[src/rtl/vga_timing_gen.sv]
// vga_timing_gen: 640x480@60 raster timing (h/v counters, syncs, valid) plus frame and scroll-step pulses.
// Define VGA_TIMING_SYNC_DELAY_EN to delay hsync/vsync/valid by one pixel to match a 1-cycle block ROM.
module vga_timing_gen #(
    parameter int CLK_DIV         = 4,
    parameter int H_VIS           = 640,
    parameter int H_FP            = 16,
    parameter int H_SYNC          = 96,
    parameter int H_BP            = 48,
    parameter int V_VIS           = 480,
    parameter int V_FP            = 10,
    parameter int V_SYNC          = 2,
    parameter int V_BP            = 33,
    parameter int FRAMES_PER_STEP = 4
) (
    input  logic       clk,
    input  logic       rst,
    input  logic       scroll_hold,
    output logic       pix_stb,
    output logic [9:0] h_cnt,
    output logic [9:0] v_cnt,
    output logic       hsync,
    output logic       vsync,
    output logic       valid,
    output logic       frame_tick,
    output logic       scroll_tick
);
    localparam int H_TOTAL = H_VIS + H_FP + H_SYNC + H_BP;
    localparam int V_TOTAL = V_VIS + V_FP + V_SYNC + V_BP;
    logic [4:0] div;
    logic [7:0] frame_cnt;
    logic       h_last, v_last, h_act, v_act, vis;
    always_comb begin
        h_last = h_cnt == 10'(H_TOTAL - 1);
        v_last = v_cnt == 10'(V_TOTAL - 1);
        h_act  = (h_cnt >= 10'(H_VIS + H_FP)) && (h_cnt < 10'(H_VIS + H_FP + H_SYNC));
        v_act  = (v_cnt >= 10'(V_VIS + V_FP)) && (v_cnt < 10'(V_VIS + V_FP + V_SYNC));
        vis    = (h_cnt < 10'(H_VIS)) && (v_cnt < 10'(V_VIS));
    end
    always_ff @(posedge clk) begin
        if (rst) begin
            div        <= '0;
            pix_stb    <= 1'b0;
            h_cnt      <= '0;
            v_cnt      <= '0;
            frame_tick <= 1'b0;
            frame_cnt  <= '0;
        end else begin
            div        <= (div == 5'(CLK_DIV - 1)) ? '0 : div + 5'd1;
            pix_stb    <= div == 5'(CLK_DIV - 1);
            frame_tick <= pix_stb && h_last && v_last;
            if (pix_stb) begin
                h_cnt <= h_last ? '0 : h_cnt + 10'd1;
                if (h_last)
                    v_cnt <= v_last ? '0 : v_cnt + 10'd1;
            end
            if (frame_tick && !scroll_hold)
                frame_cnt <= (frame_cnt == 8'(FRAMES_PER_STEP - 1)) ? '0 : frame_cnt + 8'd1;
        end
    end
    // hold is sampled on the frame_tick clock itself, so the step pulse coincides with it
    assign scroll_tick = frame_tick && !scroll_hold && (frame_cnt == 8'(FRAMES_PER_STEP - 1));
`ifdef VGA_TIMING_SYNC_DELAY_EN
    always_ff @(posedge clk) begin
        if (rst) begin
            hsync <= 1'b1;
            vsync <= 1'b1;
            valid <= 1'b0;
        end else if (pix_stb) begin
            hsync <= !h_act;
            vsync <= !v_act;
            valid <= vis;
        end
    end
`else
    always_comb begin
        hsync = rst || !h_act;
        vsync = rst || !v_act;
        valid = !rst && vis;
    end
`endif
endmodule

[config.mk]
export PLATFORM = sky130hd
export DESIGN_NAME = vga_timing_gen
export DESIGN_NICKNAME = d
export VERILOG_FILES = /design/src/rtl/vga_timing_gen.sv
export SDC_FILE = /design/constraint.sdc
export NUM_CORES = 1
export LEC_CHECK = 0
export BUFFER_PORTS_ARGS = -buffer_cell sky130_fd_sc_hd__clkbuf_2
export CORE_ASPECT_RATIO = 0.75
export CORE_MARGIN = 2
export CORE_UTILIZATION = 25
export CTS_BUF_LIST = sky130_fd_sc_hd__clkbuf_16
export DETAILED_ROUTE_END_ITERATION = 12
export GPL_TIMING_DRIVEN = 0
export PLACE_DENSITY = 0.43
export REMOVE_ABC_BUFFERS = 1
export SKIP_CTS_REPAIR_TIMING = 1
export SLEW_MARGIN = 15
export SYNTH_ARGS = -nofsm -noshare
export SYNTH_HDL_FRONTEND = slang
export SYNTH_SLANG_ARGS = --single-unit
[constraint.sdc]
create_clock -name clk -period 2 [get_ports clk]
set_clock_uncertainty 0.05 [all_clocks]
set_input_delay 0.2 -clock clk [delete_from_list [all_inputs] [get_ports clk]]
set_output_delay 0.2 -clock clk [all_outputs]
set_load 0.02 [all_outputs]
Yosys cells after proc, flatten, opt, wreduce, memory -nomap -nowiden
Cells that the tools add are included.
{"block": "word_totals", "out_inout_bits": 26, "inputBits": 3, "wordCells": 39, "reg_bits": 35}
{"block": "op_classes", "n_reduce_logical": 16, "mux": 3, "addsub": 4, "magnitude_cmp": 6, "n_eq_ne": 4}
{"op": "10-bit by 1-bit adder with 10-bit output, second input constant", "n": 2}
{"op": "10-bit == test, second input constant", "n": 2}
{"op": "10-bit < comparator, second input constant", "n": 2}
{"op": "10-bit by 9-bit < comparator with 1-bit output, second input constant", "n": 2}
{"op": "10-bit 2-to-1 mux", "n": 2}
{"op": "10-bit >= comparator, second input constant", "n": 1}
{"op": "10-bit by 9-bit >= comparator with 1-bit output, second input constant", "n": 1}
{"op": "8-bit by 1-bit adder with 8-bit output, second input constant", "n": 1}
{"op": "8-bit by 2-bit == test with 1-bit output, second input constant", "n": 1}
{"op": "1-bit logical AND", "n": 8}
{"op": "8-bit 2-to-1 mux", "n": 1}
{"op": "5-bit by 1-bit adder with 5-bit output, second input constant", "n": 1}
{"op": "5-bit by 2-bit == test with 1-bit output, second input constant", "n": 1}
{"op": "1-bit logical NOT", "n": 4}
{"op": "1-bit logical OR", "n": 2}
{"op": "2-bit AND reduction", "n": 1}
{"op": "2-bit OR reduction", "n": 1}

Depth between registers and ports, before layout
Gate-level depths: netlist of the first run.
{"block": "depth", "word_depth": 4, "ltp_mapped": 7, "depth_no_buf": 6}

Worst setup path after synthesis of the first run
OpenSTA, ideal clock, no wires.
{"block": "synth_timing", "kind": "register to register", "from": "register frame_cnt[2]", "to": "register frame_cnt[6]", "setup_time_ps": 115, "period_less_slack_ps": 2046, "stages_incl_launch_ff": 6, "slack_ps": -46, "n_path_buf": 1, "required_time_ps": 1835, "arrival_ps": 1881, "path_cell_list": "dfxtp_1 or4_1 nor4_1 or2_1 buf_2 nor2_1"}
{"block": "synth_via", "elab_chain_cells": 2, "elab_cells_between_ends": 3, "cone_classes": "add/sub (1); eq/ne (1); mux (1)"}
{"item": "start: declaration", "line": "30", "rtl": "logic [7:0] frame_cnt;"}
{"item": "start signal: assignment", "line": "57", "rtl": "frame_cnt <= (frame_cnt == 8'(FRAMES_PER_STEP - 1)) ? '0 : frame_cnt + 8'd1;"}
{"item": "8-bit by 1-bit adder with 8-bit output or 8-bit by 2-bit == test with 1-bit output (tied branches)", "line": "57"}
{"item": "8-bit 2-to-1 mux *", "line": "57"}
Every way passes the cells marked *; elsewhere a longest branch is shown, timed or not.
A chain may end at the register's enable or synchronous reset.

Worst setup path in the final report of the first run
{"block": "layout_timing", "from": "register h_cnt[1]", "to": "register v_cnt[7]"}
{"block": "layout_via", "elab_chain_cells": 2}
{"item": "start: declaration", "line": "19", "rtl": "output logic [9:0] h_cnt,"}
{"item": "start signal: assignment", "line": "52", "rtl": "h_cnt <= h_last ? '0 : h_cnt + 10'd1;"}
{"item": "10-bit == test", "line": "33", "rtl": "h_last = h_cnt == 10'(H_TOTAL - 1);"}
{"item": "2-bit AND reduction (no source line)"}
{"item": "end signal: assignment", "line": "54", "rtl": "v_cnt <= v_last ? '0 : v_cnt + 10'd1;"}
{"item": "end: declaration", "line": "20", "rtl": "output logic [9:0] v_cnt,"}
No other way between the ends.

==> results.sh, run 1 <==
export IMPL_internal_power_w=0.00117
export IMPL_antenna_found_initial=0
export IMPL_die_width_um=98.8
export IMPL_synth_top_area_share=0.415
export IMPL_power_share_clock=0.488
export IMPL_htree_levels=2
export IMPL_finalHoldWorstSlack_ps=266
export IMPL_cp_num_buf_inv=0
export IMPL_power_ir_vdd_worst_mv=0.273
export IMPL_global_placer_s_final_weighted_congestion=0.706
export IMPL_tritoncts_num_sinks=35
export IMPL_critical_path_max_fanout=11
export IMPL_drive_above_1_share=0.198
export IMPL_vias_after_detailed_routing=1355
export IMPL_max_slew_margin_rel=0.666
export IMPL_wl_um=3620
export IMPL_design_die_area_sq_um=7430
export IMPL_power_leakage_nw=0.761
export IMPL_area_growth_synth_to_final_pct=20.5
export IMPL_power_share_switching=0.205
export IMPL_cts_root_buf="sky130_fd_sc_hd__clkbuf_16"
export IMPL_die_height_um=75.1
export IMPL_ys_warns=0
export IMPL_floorplan_io_pins=29
export IMPL_antennaDiodeCount=0
export IMPL_antenna_violating_nets_left=0
export IMPL_synth_cell_area_sq_um=1690
export IMPL_finalMaxSlewViolations=0
export IMPL_cell_taking_the_most_area_after_synthesis="sky130_fd_sc_hd__dfxtp_1"
export IMPL_critPathSlowestCell="sky130_fd_sc_hd__or4b_1"
export IMPL_dp_hpwl_um=2570
export IMPL_cp_data_arrival_time_ps=2010
export IMPL_grt_pass1_wl_um=5840
export IMPL_synth_area_leaders="sky130_fd_sc_hd__dfxtp_1 42%, sky130_fd_sc_hd__nor2_1 6.5%, sky130_fd_sc_hd__xor2_1 6.2%, sky130_fd_sc_hd__ha_1 5.2%, sky130_fd_sc_hd__xnor2_1 4.2%"
export IMPL_fin_area_sq_um=2030
export IMPL_crit_chain="ha_1 -> and4_4 -> nand4_4 -> or4b_1 -> a21oi_1"
export IMPL_synthArstFlopShare=0
export IMPL_power_frac_seq=0.485
export IMPL_timing_final_crit_period_ps=1860
export IMPL_cts_made_buffers=5
export IMPL_synthMostInstantiatedCell="sky130_fd_sc_hd__dfxtp_1"
export IMPL_max_cap_violations=0
export IMPL_starting_density_of_the_core=0.263
export IMPL_seq_area_frac_synth=0.415
export IMPL_power_per_cell_area_nw_per_um2=721
export IMPL_result_of_the_run="finished, final reports clean"
export IMPL_final_core_util=0.317
export IMPL_io_buffers=28
export IMPL_gate_count_after_technology_mapping=188
export IMPL_clk_pin_slew_ps=50
export IMPL_critPathRequiredTime_ps=2150
export IMPL_globalRoute_totalOverflow=0
export IMPL_clock_path_buffers=2
export IMPL_yosys_cell_types_count=39
export IMPL_all_layer_gr_usage=0.100
export IMPL_first_pass_iters=4
export IMPL_criticalPathCategory="flop to flop"
export IMPL_tritoncts="built"
export IMPL_clock_latency_ps=270
export IMPL_maximum_number_of_pins_on_one_net_before_global_route_repair=17
export IMPL_core_area_sq_um=6410
export IMPL_synthFlopType="sky130_fd_sc_hd__dfxtp_1"
export IMPL_comb_power_share=0.027
export IMPL_vias_per_cell=4.55
export IMPL_tightest_slew_ps=494
export IMPL_syn_mean_instance_area_sq_um=8.97
export IMPL_detail_route_iter0_violations=34
export IMPL_synth_enable_flop_cells=0
export IMPL_critical_path_max_stage_delay_ps=510
export IMPL_nNetsFinal=227
export IMPL_worst_setup_path_end_kind="flop"
export IMPL_crit_path_start_kind="flop"
export IMPL_min_delay_path_class="input port to flop"
export IMPL_drc=0
export IMPL_worst_slack_ps=144
export IMPL_floorplan_rows=25
export IMPL_grt_pass1_vias=1208
export IMPL_placedInstanceArea_sq_um=1880
export IMPL_routedWlPerCell_um=12.2
export IMPL_placement_setup_worst_slack_ps=-3.69
export IMPL_finalHoldViolations=0
export IMPL_post_synth_top_cells="35 x sky130_fd_sc_hd__dfxtp_1, 29 x sky130_fd_sc_hd__nor2_1, 12 x sky130_fd_sc_hd__xor2_1, 11 x sky130_fd_sc_hd__nand2_1, 10 x sky130_fd_sc_hd__nand4_1"
export IMPL_power_switching_w=0.000300
export IMPL_grt_setup_unrepaired="false"
export IMPL_period_share=0.928
export IMPL_clock_fmax_mhz=539
export IMPL_crit_family="simple AND/OR/NAND/NOR gates"
export IMPL_setup_violations=0
export IMPL_yosys_register_bits=35
[worst min-delay path, cell delays in order]
cell and delay [ps]:
sky130_fd_sc_hd__clkbuf_2 100, sky130_fd_sc_hd__nor2b_1 80, sky130_fd_sc_hd__xnor2_1 130, sky130_fd_sc_hd__nor2_1 30
[sequential cells by signal (all words and copies together) (netlist names)]
signal	count
h_cnt	10
frame_tick	1
frame_cnt	8
div	5
v_cnt	10
pix_stb	1
[logic make-up (layout without fill, tap and decap cells)]
family | Yosys count | after routing | synth area share
compound gates | 20 | 20 | 0.0690
xor+xnor | 20 | 20 | 0.104
fa+ha+maj | 7 | 7 | 0.0519
buf+inv | 12 | 41 | 0.0386
flops | 35 | 35 | 0.415
mux | 3 | 3 | 0.0185
simple gates | 91 | 91 | 0.303
[power groups by stage]
| stage | Clock [W] | Sequential [W] | Combinational, W |
|---|---|---|---|
| floorplan | 0 | 0.000726 | 0.0000217 |
| global placement | 0 | 0.000726 | 0.0000389 |
| detailed placement | 0 | 0.000726 | 0.0000389 |
| CTS | 0.000739 | 0.000711 | 0.0000399 |
| global route | 0.000769 | 0.000712 | 0.0000453 |
| finish | 0.000715 | 0.000712 | 0.0000389 |
[path summary, 6_finish.rpt]
path / cells after the start / endpoint / slack, ps / startpoint
max reg2reg: 5 / v_cnt[7]$_SDFFE_PP0P_ / 140 / h_cnt[1]$_SDFFE_PP0P_
max: 5 / v_cnt[7]$_SDFFE_PP0P_ / 140 / h_cnt[1]$_SDFFE_PP0P_
min reg2reg: 1 / div[0]$_SDFF_PP0_ / 430 / div[0]$_SDFF_PP0_
min: 4 / frame_cnt[0]$_SDFFE_PP0P_ / 270 / scroll_hold
[cells in the final DEF (no fill, tap or decap), types with 2 or more instances in the layout]
cell type,count
sky130_fd_sc_hd__dfxtp_1,34
sky130_fd_sc_hd__nor2_1,29
sky130_fd_sc_hd__clkbuf_2,28
sky130_fd_sc_hd__xor2_1,12
sky130_fd_sc_hd__nand2_1,11
sky130_fd_sc_hd__nand4_1,10
sky130_fd_sc_hd__o21ai_0,8
sky130_fd_sc_hd__a21oi_1,8
sky130_fd_sc_hd__xnor2_1,8
sky130_fd_sc_hd__nand3_1,7
sky130_fd_sc_hd__ha_1,7
sky130_fd_sc_hd__inv_1,5
sky130_fd_sc_hd__or3_1,5
sky130_fd_sc_hd__clkbuf_16,5
sky130_fd_sc_hd__nor3b_1,4
sky130_fd_sc_hd__nor3_1,4
sky130_fd_sc_hd__nand3b_1,2
sky130_fd_sc_hd__and4_1,2
sky130_fd_sc_hd__nor4b_1,2
sky130_fd_sc_hd__nor2b_1,2
sky130_fd_sc_hd__mux2i_1,2
sky130_fd_sc_hd__and3_1,2
[per-layer routing]
| layer | vias up | part of all wire | global-route usage |
|---|---|---|---|
| li1 | 718 | - | - |
| met1 | 606 | 0.54 | 0.140 |
| met2 | 24 | 0.40 | 0.144 |
| met3 | 7 | 0.047 | 0.0316 |
| met4 | 0 | 0.014 | 0.0365 |
| met5 | - | 0 | 0 |
[final cells by class]
| cell class | instances | area (sq um) |
|---|---|---|
| clock buffers | 5 | 125 |
| clock inverters | 2 | 8.76 |
| fillers | 694 | 4380 |
| inverters | 5 | 18.8 |
| multi-input cells | 141 | 930 |
| flip-flops and latches | 35 | 702 |
| well taps | 81 | 101 |
| repair buffers | 29 | 148 |
[stage by stage]
step	total power, W	instances	setup TNS, ps
after floorplan	0.000748	181	-180
after global placement	0.000765	290	0
after detailed placement	0.000765	290	-3.69
after CTS	0.00149	297	-23.2
after global routing	0.00153	298	0
final	0.00147	298	0
No activity file was read; power rests on OpenSTA's default activity.
==> run 2: changes to the inputs <==
--- a/config.mk
+++ b/config.mk
@@ -6,13 +6,13 @@
 export NUM_CORES = 1
 export LEC_CHECK = 0
 export BUFFER_PORTS_ARGS = -buffer_cell sky130_fd_sc_hd__clkbuf_2
-export CORE_ASPECT_RATIO = 0.75
 export CORE_MARGIN = 2
 export CORE_UTILIZATION = 25
 export CTS_BUF_LIST = sky130_fd_sc_hd__clkbuf_16
 export DETAILED_ROUTE_END_ITERATION = 12
 export GPL_TIMING_DRIVEN = 0
 export PLACE_DENSITY = 0.43
+export RECOVER_POWER = 25
 export REMOVE_ABC_BUFFERS = 1
 export SKIP_CTS_REPAIR_TIMING = 1
 export SLEW_MARGIN = 15
==> results.sh, run 2 (synthesis gave the netlist of run 1 again) <==
export IMPL_grt_pass1_vias=1254
export IMPL_antenna_found_initial=0
export IMPL_finalNonFillerCells=296
export IMPL_tightest_slew_ps=502
export IMPL_setup_tns_ps=0
export IMPL_timing_final_crit_period_ps=1890
export IMPL_finalPower_w=0.00162
export IMPL_global_placer_s_final_weighted_congestion=0.780
export IMPL_antennaDiodeCount=0
export IMPL_max_slew_margin_rel=0.660
export IMPL_cp_num_buf_inv=0
export IMPL_cts_made_buffers=5
export IMPL_result_of_the_run="finished, final reports clean"
export IMPL_wl_um=3670
export IMPL_die_width_um=86.1
export IMPL_maximum_number_of_pins_on_one_net_before_global_route_repair=17
export IMPL_floorplan_io_pins=29
export IMPL_critical_path_max_fanout=11
export IMPL_finalHoldViolations=0
export IMPL_critPathRequiredTime_ps=2160
export IMPL_core_area_sq_um=6420
export IMPL_grt_setup_unrepaired="false"
export IMPL_max_cap_violations=0
export IMPL_crit_chain="ha_1 -> and4_4 -> nand4_4 -> or4b_1 -> a21oi_1"
export IMPL_clk_pin_slew_ps=60
export IMPL_tritoncts_num_sinks=35
export IMPL_floorplan_rows=29
export IMPL_drc=0
export IMPL_starting_density_of_the_core=0.263
export IMPL_worst_setup_path_end_kind="flop"
export IMPL_critPathSlowestCell="sky130_fd_sc_hd__or4b_1"
export IMPL_clock_latency_ps=280
export IMPL_clock_path_buffers=2
export IMPL_placement_setup_worst_slack_ps=-16.5
export IMPL_nNetsFinal=228
export IMPL_first_pass_iters=4
export IMPL_htree_levels=2
export IMPL_crit_family="simple AND/OR/NAND/NOR gates"
export IMPL_cts_root_buf="sky130_fd_sc_hd__clkbuf_16"
export IMPL_worst_slack_ps=115
export IMPL_vias_after_detailed_routing=1386
export IMPL_all_layer_gr_usage=0.105
export IMPL_tritoncts="built"
export IMPL_fillers=689
export IMPL_criticalPathCategory="flop to flop"
export IMPL_detail_route_iter0_violations=65
export IMPL_crit_path_start_kind="flop"
export IMPL_dp_hpwl_um=2530
export IMPL_dp_cells=286
export IMPL_drive_above_1_share=0.151
export IMPL_min_delay_path_class="input port to flop"
export IMPL_design_die_area_sq_um=7420
export IMPL_critical_path_max_stage_delay_ps=520
export IMPL_fin_area_sq_um=2050
export IMPL_area_growth_synth_to_final_pct=21.6
export IMPL_layout_top_registers="h_cnt (10), v_cnt (10), frame_cnt (8)"
export IMPL_power_ir_vdd_worst_mv=0.352
export IMPL_routedWlPerCell_um=12.4
export IMPL_grt_pass1_wl_um=6150
export IMPL_clock_fmax_mhz=530
export IMPL_final_cell_mix="35 x sky130_fd_sc_hd__dfxtp_1, 29 x sky130_fd_sc_hd__nor2_1, 17 x sky130_fd_sc_hd__clkbuf_2"
export IMPL_period_share=0.943
export IMPL_power_leakage_nw=0.741
export IMPL_io_buffers=28
export IMPL_globalRoute_totalOverflow=0
export IMPL_setup_violations=0
export IMPL_vias_per_cell=4.68
export IMPL_die_height_um=86.1
export IMPL_mostFrequentLayoutCell="sky130_fd_sc_hd__dfxtp_1"
export IMPL_finalMaxSlewViolations=0
export IMPL_power_per_cell_area_nw_per_um2=788
export IMPL_placedInstanceArea_sq_um=1880
export IMPL_cp_data_arrival_time_ps=2040
export IMPL_antenna_violating_nets_left=0
run 2: final timing paths:
path	startpoint	end	slack [ps]	cells after the start
worst max-delay path	h_cnt[0]$_SDFFE_PP0P_	v_cnt[7]$_SDFFE_PP0P_	110	5
worst max register to register	h_cnt[0]$_SDFFE_PP0P_	v_cnt[7]$_SDFFE_PP0P_	110	5
worst min register to register	div[0]$_SDFF_PP0_	div[0]$_SDFF_PP0_	420	1
worst min-delay path	scroll_hold	frame_cnt[0]$_SDFFE_PP0P_	270	4
run 2: where the power goes:
part | leakage [nW] | internal (W) | total, W | switching [W]
clock | 0.0812 | 0.000581 | 0.000868 | 0.000287
sequential | 0.282 | 0.000705 | 0.000711 | 0.00000598
combinational | 0.377 | 0.0000136 | 0.0000382 | 0.0000246
run 2: routing by layer:
metal	up-vias	track usage	wire [um]
met1	633	0.145	1940
met5	-	0	0
met4	0	0.0447	69
li1	719	-	-
met2	28	0.149	1470
met3	6	0.0337	194
run 2: metrics by stage:
stage	hold WS, ps	utilization
final	267	0.319
after global routing	302	0.319
after CTS	264	0.318
after detailed placement	414	0.292
after global placement	409	0.292
after floorplan	219	-
run 2: tightest hold or removal path: stages:
cell and delay [ps]:
sky130_fd_sc_hd__clkbuf_2 90, sky130_fd_sc_hd__nor2b_1 80, sky130_fd_sc_hd__xnor2_1 140, sky130_fd_sc_hd__nor2_1 40
run 2: cell type report:
| cell class | instances | area (sq um) | area share |
|---|---|---|---|
| Multi-Input combinational cell | 141 | 930 | 0.453 |
| Sequential cell | 35 | 701 | 0.342 |
| Timing Repair Buffer | 30 | 141 | 0.0689 |
| Clock buffer | 5 | 125 | 0.0610 |
| Tap cell | 77 | 96.3 | 0.0470 |
| Clock inverter | 3 | 38.8 | 0.0189 |
| Inverter | 5 | 18.8 | 0.00915 |
==> run 3: changes to the inputs <==
--- a/config.mk
+++ b/config.mk
@@ -7,11 +7,11 @@
 export LEC_CHECK = 0
 export BUFFER_PORTS_ARGS = -buffer_cell sky130_fd_sc_hd__clkbuf_2
 export CORE_MARGIN = 2
-export CORE_UTILIZATION = 25
+export CORE_UTILIZATION = 55
 export CTS_BUF_LIST = sky130_fd_sc_hd__clkbuf_16
 export DETAILED_ROUTE_END_ITERATION = 12
 export GPL_TIMING_DRIVEN = 0
-export PLACE_DENSITY = 0.43
+export PLACE_DENSITY = 0.79
 export RECOVER_POWER = 25
 export REMOVE_ABC_BUFFERS = 1
 export SKIP_CTS_REPAIR_TIMING = 1
==> results.sh, run 3 (synthesis gave the netlist of run 1 again) <==
export IMPL_result_of_the_run="finished, final reports clean"
export IMPL_floorplan_io_pins=29
export IMPL_cts_root_buf="sky130_fd_sc_hd__clkbuf_16"
export IMPL_dr_wl_met2_um=1460
export IMPL_drt_met1_wl_um=1480
export IMPL_wl_um=3150
export IMPL_finalMaxSlewViolations=0
export IMPL_setup_violations=0
export IMPL_comb_power_share=0.025
export IMPL_finalHoldViolations=0
export IMPL_area_growth_synth_to_final_pct=15.8
export IMPL_globalRoute_totalOverflow=0
export IMPL_dp_hpwl_um=2190
export IMPL_clock_fmax_mhz=529
export IMPL_antenna_violating_nets_left=0
export IMPL_crit_path_start_kind="flop"
export IMPL_antenna_found_initial=0
export IMPL_tritoncts="built"
export IMPL_timing_final_crit_period_ps=1890
export IMPL_io_buffers=28
export IMPL_power_switching_w=0.000293
export IMPL_final_core_util=0.656
export IMPL_met3WireLength_um=152
export IMPL_routedWlPerCell_um=12.6
export IMPL_antennaDiodeCount=0
export IMPL_power_share_clock=0.487
export IMPL_cp_data_arrival_time_ps=2050
export IMPL_power_leakage_nw=0.725
export IMPL_core_area_sq_um=2980
export IMPL_drive_above_1_share=0.143
export IMPL_period_share=0.944
export IMPL_dp_cells=242
export IMPL_power_frac_seq=0.488
export IMPL_worst_setup_path_end_kind="flop"
export IMPL_max_slew_margin_rel=0.698
export IMPL_tritoncts_num_sinks=35
export IMPL_maximum_number_of_pins_on_one_net_before_global_route_repair=17
export IMPL_mostFrequentLayoutCell="sky130_fd_sc_hd__dfxtp_1"
export IMPL_routed_top_layer="met4"
export IMPL_die_height_um=59.4
export IMPL_clock_latency_ps=280
export IMPL_criticalPathCategory="flop to flop"
export IMPL_power_share_switching=0.201
export IMPL_power_per_cell_area_nw_per_um2=747
export IMPL_grt_pass1_vias=1183
export IMPL_clock_path_buffers=2
export IMPL_finalNonFillerCells=250
export IMPL_internal_power_w=0.00117
export IMPL_all_layer_gr_usage=0.203
export IMPL_fillers=247
export IMPL_grt_setup_unrepaired="false"
export IMPL_critPathRequiredTime_ps=2160
export IMPL_clk_pin_slew_ps=50
export IMPL_grt_pass1_wl_um=5300
export IMPL_final_cell_mix="35 x sky130_fd_sc_hd__dfxtp_1, 29 x sky130_fd_sc_hd__nor2_1, 18 x sky130_fd_sc_hd__clkbuf_2"
export IMPL_finalPower_w=0.00146
export IMPL_die_width_um=59.4
export IMPL_critical_path_max_fanout=11
export IMPL_nNetsFinal=227
export IMPL_first_pass_iters=4
export IMPL_placedInstanceArea_sq_um=1820
export IMPL_cts_made_buffers=5
export IMPL_fin_area_sq_um=1950
export IMPL_min_delay_path_class="input port to flop"
export IMPL_power_ir_vdd_worst_mv=0.659
export IMPL_vias_after_detailed_routing=1415
export IMPL_drc=0
export IMPL_floorplan_rows=20
export IMPL_design_die_area_sq_um=3530
export IMPL_layout_top_registers="h_cnt (10), v_cnt (10), frame_cnt (8)"
export IMPL_detail_route_iter0_violations=88
export IMPL_max_cap_violations=0
export IMPL_global_placer_s_final_weighted_congestion=0.811
export IMPL_starting_density_of_the_core=0.566
export IMPL_vias_per_cell=5.66
export IMPL_htree_levels=2
export IMPL_tightest_slew_ps=447
run 3: cell count changes in the layout (fill, tap and decap cells not counted):
cell / before / now
sky130_fd_sc_hd__clkbuf_2: 17 / 18
sky130_fd_sc_hd__bufinv_16: 1 / 0
sky130_fd_sc_hd__buf_4: 2 / 1
sky130_fd_sc_hd__nor4_1: 0 / 1
sky130_fd_sc_hd__clkbuf_1: 11 / 10
sky130_fd_sc_hd__nor4_2: 1 / 0
run 3: per-layer routing:
layer,up-vias,GRT usage
met5,-,0
met4,0,0.101
met3,8,0.0590
met2,34,0.311
met1,658,0.260
li1,715,-
run 3: cell type report:
class | count | area [sq um] | share of cell area
clock buffer | 5 | 125 | 0.0641
clock inverter | 2 | 8.76 | 0.00448
inverter | 5 | 18.8 | 0.00961
multi-input combinational | 141 | 923 | 0.473
sequential | 35 | 701 | 0.359
tap | 33 | 41.3 | 0.0211
timing repair buffer | 29 | 135 | 0.0692
run 3: worst max-delay path: stages (launching register included):
cell                      delay (ps)
sky130_fd_sc_hd__dfxtp_1         420
sky130_fd_sc_hd__ha_1            210
sky130_fd_sc_hd__and4_4          290
sky130_fd_sc_hd__nand4_4         190
sky130_fd_sc_hd__or4b_1          510
sky130_fd_sc_hd__a21oi_1         150
run 3: power groups by stage:
stage	logic [W]	clock network, W	registers [W]
4_1_cts	0.0000372	0.000723	0.000711
3_5_place_dp	0.0000370	0	0.000726
6_report	0.0000365	0.000711	0.000711
5_1_grt	0.0000426	0.000754	0.000711
2_1_floorplan	0.0000217	0	0.000726
3_3_place_gp	0.0000370	0	0.000725
run 3: final timing paths:
kind / from / endpoint / slack (ps) / depth (start not counted)
worst max-delay path: h_cnt[0]$_SDFFE_PP0P_ / v_cnt[7]$_SDFFE_PP0P_ / 110 / 5
worst min-delay path: scroll_hold / frame_cnt[0]$_SDFFE_PP0P_ / 250 / 4
worst max register to register: h_cnt[0]$_SDFFE_PP0P_ / v_cnt[7]$_SDFFE_PP0P_ / 110 / 5
worst min register to register: div[0]$_SDFF_PP0_ / div[0]$_SDFF_PP0_ / 410 / 1
run 3: through the flow:
step | setup WS, ps | hold WS [ps] | setup TNS, ps
final | 111 | 250 | 0
after floorplan | -25.6 | 219 | -180
after global routing | 24.1 | 286 | 0
after detailed placement | -29.4 | 405 | -46.4
after global placement | 30.3 | 399 | 0
after CTS | -46.1 | 253 | -85.4
